<file path="config.mk">
export PLATFORM = sky130hd
export DESIGN_NAME = layer_addr_seq_flat
export DESIGN_NICKNAME = d
export VERILOG_FILES = /design/src/rtl/layer_addr_seq_pkg.sv /design/src/rtl/layer_addr_seq_if.sv /design/src/rtl/layer_addr_seq_tag_pipe.sv /design/src/rtl/layer_addr_seq.sv /design/src/flat_wrapper.sv
export SDC_FILE = /design/constraint.sdc
export NUM_CORES = 1
export LEC_CHECK = 0
export CORE_UTILIZATION = 38
export DETAILED_ROUTE_END_ITERATION = 7
export SYNTH_ARGS = -nofsm -noshare
export SYNTH_HDL_FRONTEND = slang
export SYNTH_SLANG_ARGS = --single-unit
</file>
<file path="constraint.sdc">
create_clock -name clk -period 4.4 [get_ports clk]
set_clock_uncertainty 0.2 [all_clocks]
set_input_delay 0.66 -clock clk [delete_from_list [all_inputs] [get_ports clk]]
set_output_delay 0.66 -clock clk [all_outputs]
set_load 0.05 [all_outputs]
</file>
<file path="src/rtl/layer_addr_seq_pkg.sv">
// Shared types and constants for the layer address sequencer.
package layer_seq_pkg;

    // Sequencer control states.
    typedef enum logic [2:0] {
        ST_IDLE   = 3'd0,
        ST_STREAM = 3'd1,
        ST_DRAIN  = 3'd2,
        ST_FIRE   = 3'd3,
        ST_WAIT   = 3'd4,
        ST_FINISH = 3'd5
    } seq_state_t;

    // Width of the neurons-per-run configuration field.
    localparam int CFG_OUT_W  = 9;
    // Width of the group index output.
    localparam int GROUP_W    = 8;
    // Tag bundle carried alongside SRAM reads: {valid, first, last}.
    localparam int TAG_W      = 3;

    // Default geometry of the layer.
    localparam int DEF_N_IN   = 784;
    localparam int DEF_N_OUT  = 200;
    localparam int DEF_LANES  = 10;
    localparam int DEF_RD_LAT = 1;
    localparam int DEF_W_AW   = 18;
    localparam int DEF_X_AW   = 10;

    // Integer ceiling division, used for the group count.
    function automatic int ceil_div(input int num, input int den);
        return (num + den - 1) / den;
    endfunction

endpackage

</file>
<file path="src/rtl/layer_addr_seq_if.sv">
// Control, address and tag bundle between the sequencer and its host.
interface layer_addr_seq_if
    import layer_seq_pkg::*;
#(
    parameter int LANES = DEF_LANES,
    parameter int W_AW  = DEF_W_AW,
    parameter int X_AW  = DEF_X_AW
) ();

    logic                 start;
    logic [X_AW:0]        cfg_n_in;
    logic [CFG_OUT_W-1:0] cfg_n_out;
    logic                 hold;
    logic                 acc_ack;
    logic [W_AW-1:0]      w_addr;
    logic [X_AW-1:0]      x_addr;
    logic                 addr_valid;
    logic                 dat_valid;
    logic                 dat_first;
    logic                 dat_last;
    logic [LANES-1:0]     lane_mask;
    logic [GROUP_W-1:0]   group;
    logic                 mac_start;
    logic                 busy;
    logic                 done;
    logic                 err;

    // Sequencer side: issues addresses and tags.
    modport master (
        input  start, cfg_n_in, cfg_n_out, hold, acc_ack,
        output w_addr, x_addr, addr_valid, dat_valid, dat_first, dat_last,
               lane_mask, group, mac_start, busy, done, err
    );

    // Host side: configures runs and consumes addresses and tags.
    modport slave (
        output start, cfg_n_in, cfg_n_out, hold, acc_ack,
        input  w_addr, x_addr, addr_valid, dat_valid, dat_first, dat_last,
               lane_mask, group, mac_start, busy, done, err
    );

endinterface

</file>
<file path="src/rtl/layer_addr_seq_tag_pipe.sv">
// Fixed-depth delay line that realigns address tags with SRAM read data.
module tag_pipe #(
    parameter int RD_LAT = 1,
    parameter int TW     = 3
) (
    input  logic          clk,
    input  logic          reset,
    input  logic [TW-1:0] tag_in,
    output logic [TW-1:0] tag_out
);

    logic [TW-1:0] stage_reg [RD_LAT];

    // Shift every cycle; a reset discards whatever is in flight.
    always_ff @(posedge clk or posedge reset) begin
        if (reset) begin
            for (int i = 0; i < RD_LAT; i++) begin
                stage_reg[i] <= '0;
            end
        end else begin
            stage_reg[0] <= tag_in;
            for (int i = 1; i < RD_LAT; i++) begin
                stage_reg[i] <= stage_reg[i-1];
            end
        end
    end

    assign tag_out = stage_reg[RD_LAT-1];

endmodule

</file>
<file path="src/rtl/layer_addr_seq.sv">
// Address sequencer for one fully-connected layer: walks the weight and
// input SRAMs group by group, tags the returning data, and hands each
// finished group to the MAC/sigmoid stage.
module layer_addr_seq
    import layer_seq_pkg::*;
#(
    parameter int N_IN   = DEF_N_IN,
    parameter int N_OUT  = DEF_N_OUT,
    parameter int LANES  = DEF_LANES,
    parameter int RD_LAT = DEF_RD_LAT,
    parameter int W_AW   = DEF_W_AW,
    parameter int X_AW   = DEF_X_AW
) (
    input  logic             clk,
    input  logic             reset,
    layer_addr_seq_if.master bus
);

    localparam int DRAIN_W = (RD_LAT > 1) ? $clog2(RD_LAT) : 1;
    localparam int NB_W    = 16;
    localparam logic [X_AW:0]        N_IN_L     = (X_AW+1)'(N_IN);
    localparam logic [CFG_OUT_W-1:0] N_OUT_L    = CFG_OUT_W'(N_OUT);
    localparam logic [DRAIN_W-1:0]   DRAIN_LOAD = DRAIN_W'(RD_LAT - 1);

    seq_state_t           state_reg,    state_next;
    logic [X_AW-1:0]      k_reg,        k_next;
    logic [W_AW-1:0]      base_reg,     base_next;
    logic [NB_W-1:0]      nbase_reg,    nbase_next;
    logic [GROUP_W-1:0]   group_reg,    group_next;
    logic [GROUP_W-1:0]   n_groups_reg, n_groups_next;
    logic [X_AW:0]        n_in_reg,     n_in_next;
    logic [CFG_OUT_W-1:0] n_out_reg,    n_out_next;
    logic [DRAIN_W-1:0]   drain_reg,    drain_next;
    logic                 err_reg,      err_next;

    logic                 addr_valid_c;
    logic                 cfg_ok;
    logic [X_AW:0]        last_k;
    logic                 k_is_last;
    logic                 mask_en;
    logic [LANES-1:0]     lane_mask_c;
    logic [TAG_W-1:0]     tag_in;
    logic [TAG_W-1:0]     tag_out;

    // Configuration is accepted only when both sizes fit the built geometry.
    assign cfg_ok = (bus.cfg_n_in  != '0) && (bus.cfg_n_in  <= N_IN_L) &&
                    (bus.cfg_n_out != '0) && (bus.cfg_n_out <= N_OUT_L);

    assign last_k    = n_in_reg - {{X_AW{1'b0}}, 1'b1};
    assign k_is_last = ({1'b0, k_reg} == last_k);

    // State and datapath registers; reset drops straight back to an idle, zeroed sequencer.
    always_ff @(posedge clk or posedge reset) begin
        if (reset) begin
            state_reg    <= ST_IDLE;
            k_reg        <= '0;
            base_reg     <= '0;
            nbase_reg    <= '0;
            group_reg    <= '0;
            n_groups_reg <= '0;
            n_in_reg     <= '0;
            n_out_reg    <= '0;
            drain_reg    <= '0;
            err_reg      <= 1'b0;
        end else begin
            state_reg    <= state_next;
            k_reg        <= k_next;
            base_reg     <= base_next;
            nbase_reg    <= nbase_next;
            group_reg    <= group_next;
            n_groups_reg <= n_groups_next;
            n_in_reg     <= n_in_next;
            n_out_reg    <= n_out_next;
            drain_reg    <= drain_next;
            err_reg      <= err_next;
        end
    end

    // Next-state and counter updates. The weight base advances by one
    // neuron's worth of inputs per group, so no multiplier is needed.
    always_comb begin
        state_next    = state_reg;
        k_next        = k_reg;
        base_next     = base_reg;
        nbase_next    = nbase_reg;
        group_next    = group_reg;
        n_groups_next = n_groups_reg;
        n_in_next     = n_in_reg;
        n_out_next    = n_out_reg;
        drain_next    = drain_reg;
        err_next      = err_reg;
        addr_valid_c  = 1'b0;

        case (state_reg)
            ST_IDLE: begin
                if (bus.start) begin
                    n_in_next     = bus.cfg_n_in;
                    n_out_next    = bus.cfg_n_out;
                    n_groups_next = GROUP_W'(ceil_div(int'(bus.cfg_n_out), LANES));
                    k_next        = '0;
                    base_next     = '0;
                    nbase_next    = '0;
                    group_next    = '0;
                    err_next      = !cfg_ok;
                    state_next    = cfg_ok ? ST_STREAM : ST_FINISH;
                end
            end
            ST_STREAM: begin
                // A held cycle issues nothing and leaves k where it is.
                if (!bus.hold) begin
                    addr_valid_c = 1'b1;
                    if (k_is_last) begin
                        drain_next = DRAIN_LOAD;
                        state_next = ST_DRAIN;
                    end else begin
                        k_next = k_reg + 1'b1;
                    end
                end
            end
            ST_DRAIN: begin
                // Wait out the read latency so the last tag has left the pipe.
                if (drain_reg == '0) begin
                    state_next = ST_FIRE;
                end else begin
                    drain_next = drain_reg - 1'b1;
                end
            end
            ST_FIRE: begin
                state_next = ST_WAIT;
            end
            ST_WAIT: begin
                if (bus.acc_ack) begin
                    if (group_reg == n_groups_reg - 1'b1) begin
                        state_next = ST_FINISH;
                    end else begin
                        group_next = group_reg + 1'b1;
                        base_next  = base_reg + W_AW'(n_in_reg);
                        nbase_next = nbase_reg + NB_W'(LANES);
                        k_next     = '0;
                        state_next = ST_STREAM;
                    end
                end
            end
            ST_FINISH: begin
                state_next = ST_IDLE;
            end
            default: begin
                state_next = ST_IDLE;
            end
        endcase
    end

    // Lanes whose neuron index falls past the configured layer size stay off.
    assign mask_en = (state_reg == ST_STREAM) || (state_reg == ST_DRAIN) ||
                     (state_reg == ST_FIRE)   || (state_reg == ST_WAIT);

    for (genvar gi = 0; gi < LANES; gi++) begin : g_lane
        assign lane_mask_c[gi] = mask_en && ((nbase_reg + NB_W'(gi)) < NB_W'(n_out_reg));
    end

    assign tag_in = {addr_valid_c,
                     addr_valid_c && (k_reg == '0),
                     addr_valid_c && k_is_last};

    tag_pipe #(
        .RD_LAT (RD_LAT),
        .TW     (TAG_W)
    ) u_tag_pipe (
        .clk     (clk),
        .reset   (reset),
        .tag_in  (tag_in),
        .tag_out (tag_out)
    );

    assign bus.w_addr     = base_reg + W_AW'(k_reg);
    assign bus.x_addr     = k_reg;
    assign bus.addr_valid = addr_valid_c;
    assign bus.dat_valid  = tag_out[2];
    assign bus.dat_first  = tag_out[1];
    assign bus.dat_last   = tag_out[0];
    assign bus.lane_mask  = lane_mask_c;
    assign bus.group      = group_reg;
    assign bus.mac_start  = (state_reg == ST_FIRE);
    assign bus.busy       = (state_reg != ST_IDLE);
    assign bus.done       = (state_reg == ST_FINISH);
    assign bus.err        = err_reg;

endmodule
</file>
<file path="src/flat_wrapper.sv">
// flat-port wrapper written by rule: the top's interface ports become plain ports
module layer_addr_seq_flat import layer_seq_pkg::*;
#(
    parameter int N_IN   = DEF_N_IN,
    parameter int N_OUT  = DEF_N_OUT,
    parameter int LANES  = DEF_LANES,
    parameter int RD_LAT = DEF_RD_LAT,
    parameter int W_AW   = DEF_W_AW,
    parameter int X_AW   = DEF_X_AW
)
  (clk, reset, bus_start, bus_cfg_n_in, bus_cfg_n_out, bus_hold, bus_acc_ack, bus_w_addr, bus_x_addr, bus_addr_valid, bus_dat_valid, bus_dat_first, bus_dat_last, bus_lane_mask, bus_group, bus_mac_start, bus_busy, bus_done, bus_err);
  layer_addr_seq_if #(.LANES(LANES), .W_AW(W_AW), .X_AW(X_AW)) bus_i ();
  input  logic clk;
  input  logic reset;
  input wire logic [$bits(bus_i.start)-1:0] bus_start;
  input wire logic [$bits(bus_i.cfg_n_in)-1:0] bus_cfg_n_in;
  input wire logic [$bits(bus_i.cfg_n_out)-1:0] bus_cfg_n_out;
  input wire logic [$bits(bus_i.hold)-1:0] bus_hold;
  input wire logic [$bits(bus_i.acc_ack)-1:0] bus_acc_ack;
  output wire logic [$bits(bus_i.w_addr)-1:0] bus_w_addr;
  output wire logic [$bits(bus_i.x_addr)-1:0] bus_x_addr;
  output wire logic [$bits(bus_i.addr_valid)-1:0] bus_addr_valid;
  output wire logic [$bits(bus_i.dat_valid)-1:0] bus_dat_valid;
  output wire logic [$bits(bus_i.dat_first)-1:0] bus_dat_first;
  output wire logic [$bits(bus_i.dat_last)-1:0] bus_dat_last;
  output wire logic [$bits(bus_i.lane_mask)-1:0] bus_lane_mask;
  output wire logic [$bits(bus_i.group)-1:0] bus_group;
  output wire logic [$bits(bus_i.mac_start)-1:0] bus_mac_start;
  output wire logic [$bits(bus_i.busy)-1:0] bus_busy;
  output wire logic [$bits(bus_i.done)-1:0] bus_done;
  output wire logic [$bits(bus_i.err)-1:0] bus_err;
  assign bus_i.start = bus_start;
  assign bus_i.cfg_n_in = bus_cfg_n_in;
  assign bus_i.cfg_n_out = bus_cfg_n_out;
  assign bus_i.hold = bus_hold;
  assign bus_i.acc_ack = bus_acc_ack;
  assign bus_w_addr = bus_i.w_addr;
  assign bus_x_addr = bus_i.x_addr;
  assign bus_addr_valid = bus_i.addr_valid;
  assign bus_dat_valid = bus_i.dat_valid;
  assign bus_dat_first = bus_i.dat_first;
  assign bus_dat_last = bus_i.dat_last;
  assign bus_lane_mask = bus_i.lane_mask;
  assign bus_group = bus_i.group;
  assign bus_mac_start = bus_i.mac_start;
  assign bus_busy = bus_i.busy;
  assign bus_done = bus_i.done;
  assign bus_err = bus_i.err;
  layer_addr_seq #(.N_IN(N_IN), .N_OUT(N_OUT), .LANES(LANES), .RD_LAT(RD_LAT), .W_AW(W_AW), .X_AW(X_AW)) u_core (.clk(clk), .reset(reset), .bus(bus_i));
endmodule
</file>
[Yosys cells after proc, flatten, opt, wreduce, memory -nomap -nowiden]
Cells that the tools add are included.
Widths: inputs -> output; s select.
Word-level totals
  bits in registers: 88
  latch bits: 0
  bits in writable memories: 0
  ROM bits: 0
  bits of input ports: 25
  output and inout port bits: 54
  word-level logic and storage cells: 121
  memories kept: 0
Operators by class
  add/sub/neg operators: 19
  $mul: 0
  divide/modulo/power cells: 1
  order comparisons: 12
  equality and inequality tests: 14
  shifts and indexed selects: 0
  mux-type cells: 32
  bitwise logic cells: 0
  reduce and logical (&&, ||, !) cells: 32
Operator list (number)
  $lt 16x9->1: 10
  $add 16x3->16 const B: 4
  $mux 18: 3
  $mux 10: 5
  $add 16x4->16 const B: 3
  $mux 16: 3
  $pmux 18 s2: 1
  $add 16x2->16 const B: 2
  $div 32x5->32 const B: 1
  $pmux 16 s2: 1
  $sub 32x2->32 const B: 1
  $pmux 10 s3: 1
  $mux 8: 3
  $mux 3: 7
  $add 18x10->18: 1
  $add 18x11->18: 1
  $add 16x1->16 const B: 1
  $pmux 8 s2: 1
  $logic_and 1x1->1: 15
  $pmux 3 s5: 1
  $ne 2x2->1 const B: 6
  $eq 10x11->1: 1
  $le 11x10->1 const B: 1
  $reduce_bool 11->1: 1
  other kinds (26): 36

[Logic depth before layout (Yosys ltp)]
  depth in word-level cells: 7
  gate-level depth with buffers: 28
  depth with buffers taken out: 27

[Cells and area by module]
A second synthesis with hierarchy kept.
Second synthesis, totals
  cell total of the unflattened synthesis: 1068
  area, all modules: 8594.5 µm²
By module, submodules not included
  layer_addr_seq: times used 1, cells each 1064, area an instance 8515.7 µm², seq. area each 2052.0 µm²
  tag_pipe: times used 1, cells each 4, area an instance 78.8 µm², seq. area each 75.1 µm²

[Worst setup path after synthesis]
OpenSTA, ideal clock, no wires.
  kind: in2reg
  from: input port bus_cfg_n_out[1]
  to: register u_core.n_groups_reg[6]
  setup time: 0.130 ns
  arrival time: 5.717 ns
  data required time: 4.070 ns
  path slack: -1.646 ns
  cell stages on the path: 24
  path buffers: 1
  path through: ha_1 > o2111a_1 > o32a_1 > a21oi_1 > ha_1 > clkbuf_1 > or4_1 > nand3_1 > a211o_1 > and3_2 > o21ai_2 > nor4_4 > xnor2_1 > ha_1 > and2_1 > a32oi_4 > xnor2_1 > a221o_1 > and2_1 > ha_1 > nand3_1 > o31a_1 > xor2_1 > o21ai_0
On the way
  word-level cells in the longest chain between the ends: 3
Ends and longest elaborated chain
  start, declared: line flat_wrapper.sv:17  | input wire logic [$bits(bus_i.cfg_n_out)-1:0] bus_cfg_n_out;
  $add 9x4->10: line layer_addr_seq_pkg.sv:31  | return (num + den - 1) / den;
  $sub 32x2->32: line layer_addr_seq_pkg.sv:31
  $div 32x5->32: line layer_addr_seq_pkg.sv:31
  end signal, assigned: line layer_addr_seq.sv:71  | n_groups_reg <= n_groups_next;
  end, declared: line layer_addr_seq.sv:30  | logic [GROUP_W-1:0] n_groups_reg, n_groups_next;
No other way between the ends.
A chain may end at the register's enable or synchronous reset.

[Final worst setup path]
Same ends and word-level chain as after synthesis.

==> impl_metrics.env <==
export IMPL_r2r_cells=15
export IMPL_hold_ws_ns=0.307
export IMPL_yosysSeqAreaShare=0.223
export IMPL_grt_util_met3=0.0247
export IMPL_crit_arrival_ns=5.46
export IMPL_powerDensity_nw_per_um2=522
export IMPL_drive_gt1_frac=0.246
export IMPL_die_x_um=161
export IMPL_ys_seq_elements=86
export IMPL_rsz0062_at_grt="true"
export IMPL_grt_antenna_before_repair=0
export IMPL_netlist_instances=1221
export IMPL_period_share=1.24
export IMPL_cts_tree="built"
export IMPL_hold_path_depth=2
export IMPL_grt_met1_usage=0.300
export IMPL_synth_edff_count=0
export IMPL_async_reset_ff_frac=1.00
export IMPL_vias_per_cell=5.31
export IMPL_start_kind="primary input"
export IMPL_hold_viol=0
export IMPL_port_buffers=78
export IMPL_core_area_um2=24600
export IMPL_diodes=0
export IMPL_initial_core_util=0.392
export IMPL_synth_top_cell_area_share=0.223
export IMPL_synth_area_leaders="dfrtp_1, ha_1, xnor2_1"
export IMPL_synth_cell_type_count=87
export IMPL_synth_nets=1364
export IMPL_hold_path_class="reg2reg"
export IMPL_wl_per_cell_um=15.9
export IMPL_relSlewSlack=0.302
export IMPL_fp_dieH_um=161
export IMPL_p_leak_nw=6.03
export IMPL_dr_pass1_iters=5
export IMPL_place_congestion=0.898
export IMPL_clk_pin_slew_ns=0.07
export IMPL_period_minus_slack_ns=5.46
export IMPL_cts_sinks=86
export IMPL_clockBufferDepth=2
export IMPL_cts_root_buf="clkbuf_16"
export IMPL_cts_hold_buf=0
export IMPL_post_route_util=0.540
export IMPL_final_nets=1589
export IMPL_grt_overflow_total=0
export IMPL_end_kind="flip-flop"
export IMPL_maxCapViolCount=0
export IMPL_crit_type="in2reg"
export IMPL_ys_flop_type="dfrtp_1"
export IMPL_fin_tns_setup_ns=-6.55
export IMPL_pin_count=79
export IMPL_grt_busiest_layer="met2"
export IMPL_area_growth_pct=37.8
export IMPL_drtIter0Drc=637
export IMPL_design_area_um2=13300
export IMPL_status="finished, violations left"
export IMPL_dr_total_vias=9421
export IMPL_synth_top_cell_by_area="dfrtp_1"
export IMPL_required_ns=4.40
export IMPL_setup_viol_count_final=8
export IMPL_place_ws_ns=-1.93
export IMPL_gr_usage_met2=0.372
export IMPL_power_total_mw=6.93
export IMPL_insertion_delay_ns=0.36
export IMPL_h_tree_depth=3
export IMPL_fin_cells=1775
export IMPL_largest_reg_flops=18
export IMPL_syn_mean_instance_area_um2=7.89
export IMPL_worst_path_max_fanout=6
export IMPL_dieArea_um2=26000
export IMPL_wl_um=28200
export IMPL_fp_row_count=57
export IMPL_cts_buffers=9
export IMPL_peakVddDrop_mv=0.735
export IMPL_grt_pass1_vias=9151
export IMPL_max_freq_ghz=0.183
export IMPL_worstMarginPinSlew_ns=1.05
export IMPL_violations="negative setup slack"
export IMPL_dpl_hpwl_um=21700
export IMPL_drcViolationCount=0
export IMPL_grt_usage=0.220
export IMPL_synthesis_area_um2=9640
export IMPL_placed_area_um2=12100
export IMPL_placedCellCount=1724
export IMPL_yosysWarningCount=0
export IMPL_timing_final_ws_setup_ns=-1.06
export IMPL_slew_viol_final=0
export IMPL_grt_max_degree=60
export IMPL_grt_pass1_wl_um=46600
export IMPL_drtAntennaViolNets=0
cell usage after synthesis (all sizes together) (8+ instances only):
cell type	instances
nand2	132
ha	116
nor2	111
o21ai	90
xnor2	90
dfrtp	86
a21oi	66
xor2	55
clkbuf	48
inv	48
nand3	37
nor3	37
nand2b	27
nor2b	22
a21o	21
nand4	19
a211oi	18
or3	17
and3	16
buf	15
a31oi	14
nor4	14
and2	11
o21bai	8
o31ai	8
kinds of logic after synthesis:
kind of cell               count (synthesis)  share of synthesized area
and+or+nand+nor                          463                      0.237
AOI/OAI and AO/OA                        288                      0.195
xor gates and xnor gates                 145                      0.132
adders and majority gates                120                      0.157
buffers and inverters                    111                     0.0469
DFF                                       86                      0.223
muxes                                      8                    0.00896
worst max-delay path: stages:
cell,delay [ns]
buf_8,0.10
buf_6,0.11
a211o_1,0.29
o32a_1,0.34
a21oi_4,0.17
ha_4,0.25
buf_12,0.13
nor2_4,0.19
buf_4,0.14
a21oi_1,0.03
a211oi_1,0.28
a211o_1,0.19
buf_6,0.11
nand3_2,0.12
a221o_1,0.42
a311o_1,0.36
a22oi_2,0.24
a32oi_4,0.10
buf_4,0.16
a221o_1,0.32
and2_4,0.17
ha_4,0.17
nand3_2,0.06
o31a_1,0.14
xor2_1,0.15
o21ai_1,0.07
cell type report:
| cell class | instances | area [um2] |
|---|---|---|
| fillers | 2276 | 11300 |
| clock buffers | 9 | 225 |
| multi-input cells | 1024 | 7710 |
| repair buffers | 277 | 2530 |
| well taps | 324 | 405 |
| flip-flops and latches | 86 | 2150 |
| inverters | 48 | 181 |
| clock inverters | 7 | 63.8 |
timing repair:
item / in CTS / in global routing
setup endpoints to repair: 8 / 19
pin swaps: 43 / 50
buffers inserted: 21 / 15
resized for setup: 94 / 76
path summary, 6_finish.rpt:
kind	from	to	slack, ns
max	bus_cfg_n_out[1]	u_core.n_groups_reg[6]	-1.06
min	u_core.bus.err	u_core.bus.err	0.31
min reg2reg	u_core.bus.err	u_core.bus.err	0.31
min in group asynchronous	reset	u_core.base_reg[16]	0.66
max in group asynchronous	reset	u_core.nbase_reg[2]	2.56
max reg2reg	u_core.n_groups_reg[0]	u_core.nbase_reg[11]	0.46
routing by layer:
metal,vias to the layer above,wire (um)
met2,195,13600
met1,4426,13400
met4,0,353
met3,24,892
li1,4776,-
met5,-,0
power by group:
part | total (mW) | internal, mW | switching [mW]
Sequential | 1.28 | 1.01 | 0.269
Combinational | 4.90 | 2.12 | 2.77
Clock | 0.758 | 0.395 | 0.363
layout by cell type, fill, tap and decap left out, types with 18 or more instances in the layout:
master | synthesis | final
buf_4 | 1 | 178
nand2_1 | 130 | 126
ha_1 | 116 | 109
nor2_1 | 109 | 99
xnor2_1 | 90 | 87
dfrtp_1 | 86 | 84
o21ai_0 | 85 | 79
a21oi_1 | 64 | 58
xor2_1 | 55 | 54
clkdlybuf4s50_1 | 0 | 51
inv_1 | 48 | 47
nor3_1 | 37 | 32
nand3_1 | 36 | 31
nand2b_1 | 27 | 26
buf_6 | 3 | 22
nor2b_1 | 22 | 20
nand4_1 | 19 | 19
a21o_1 | 21 | 19
buf_12 | 0 | 18
No activity file was read; power rests on OpenSTA's default activity.
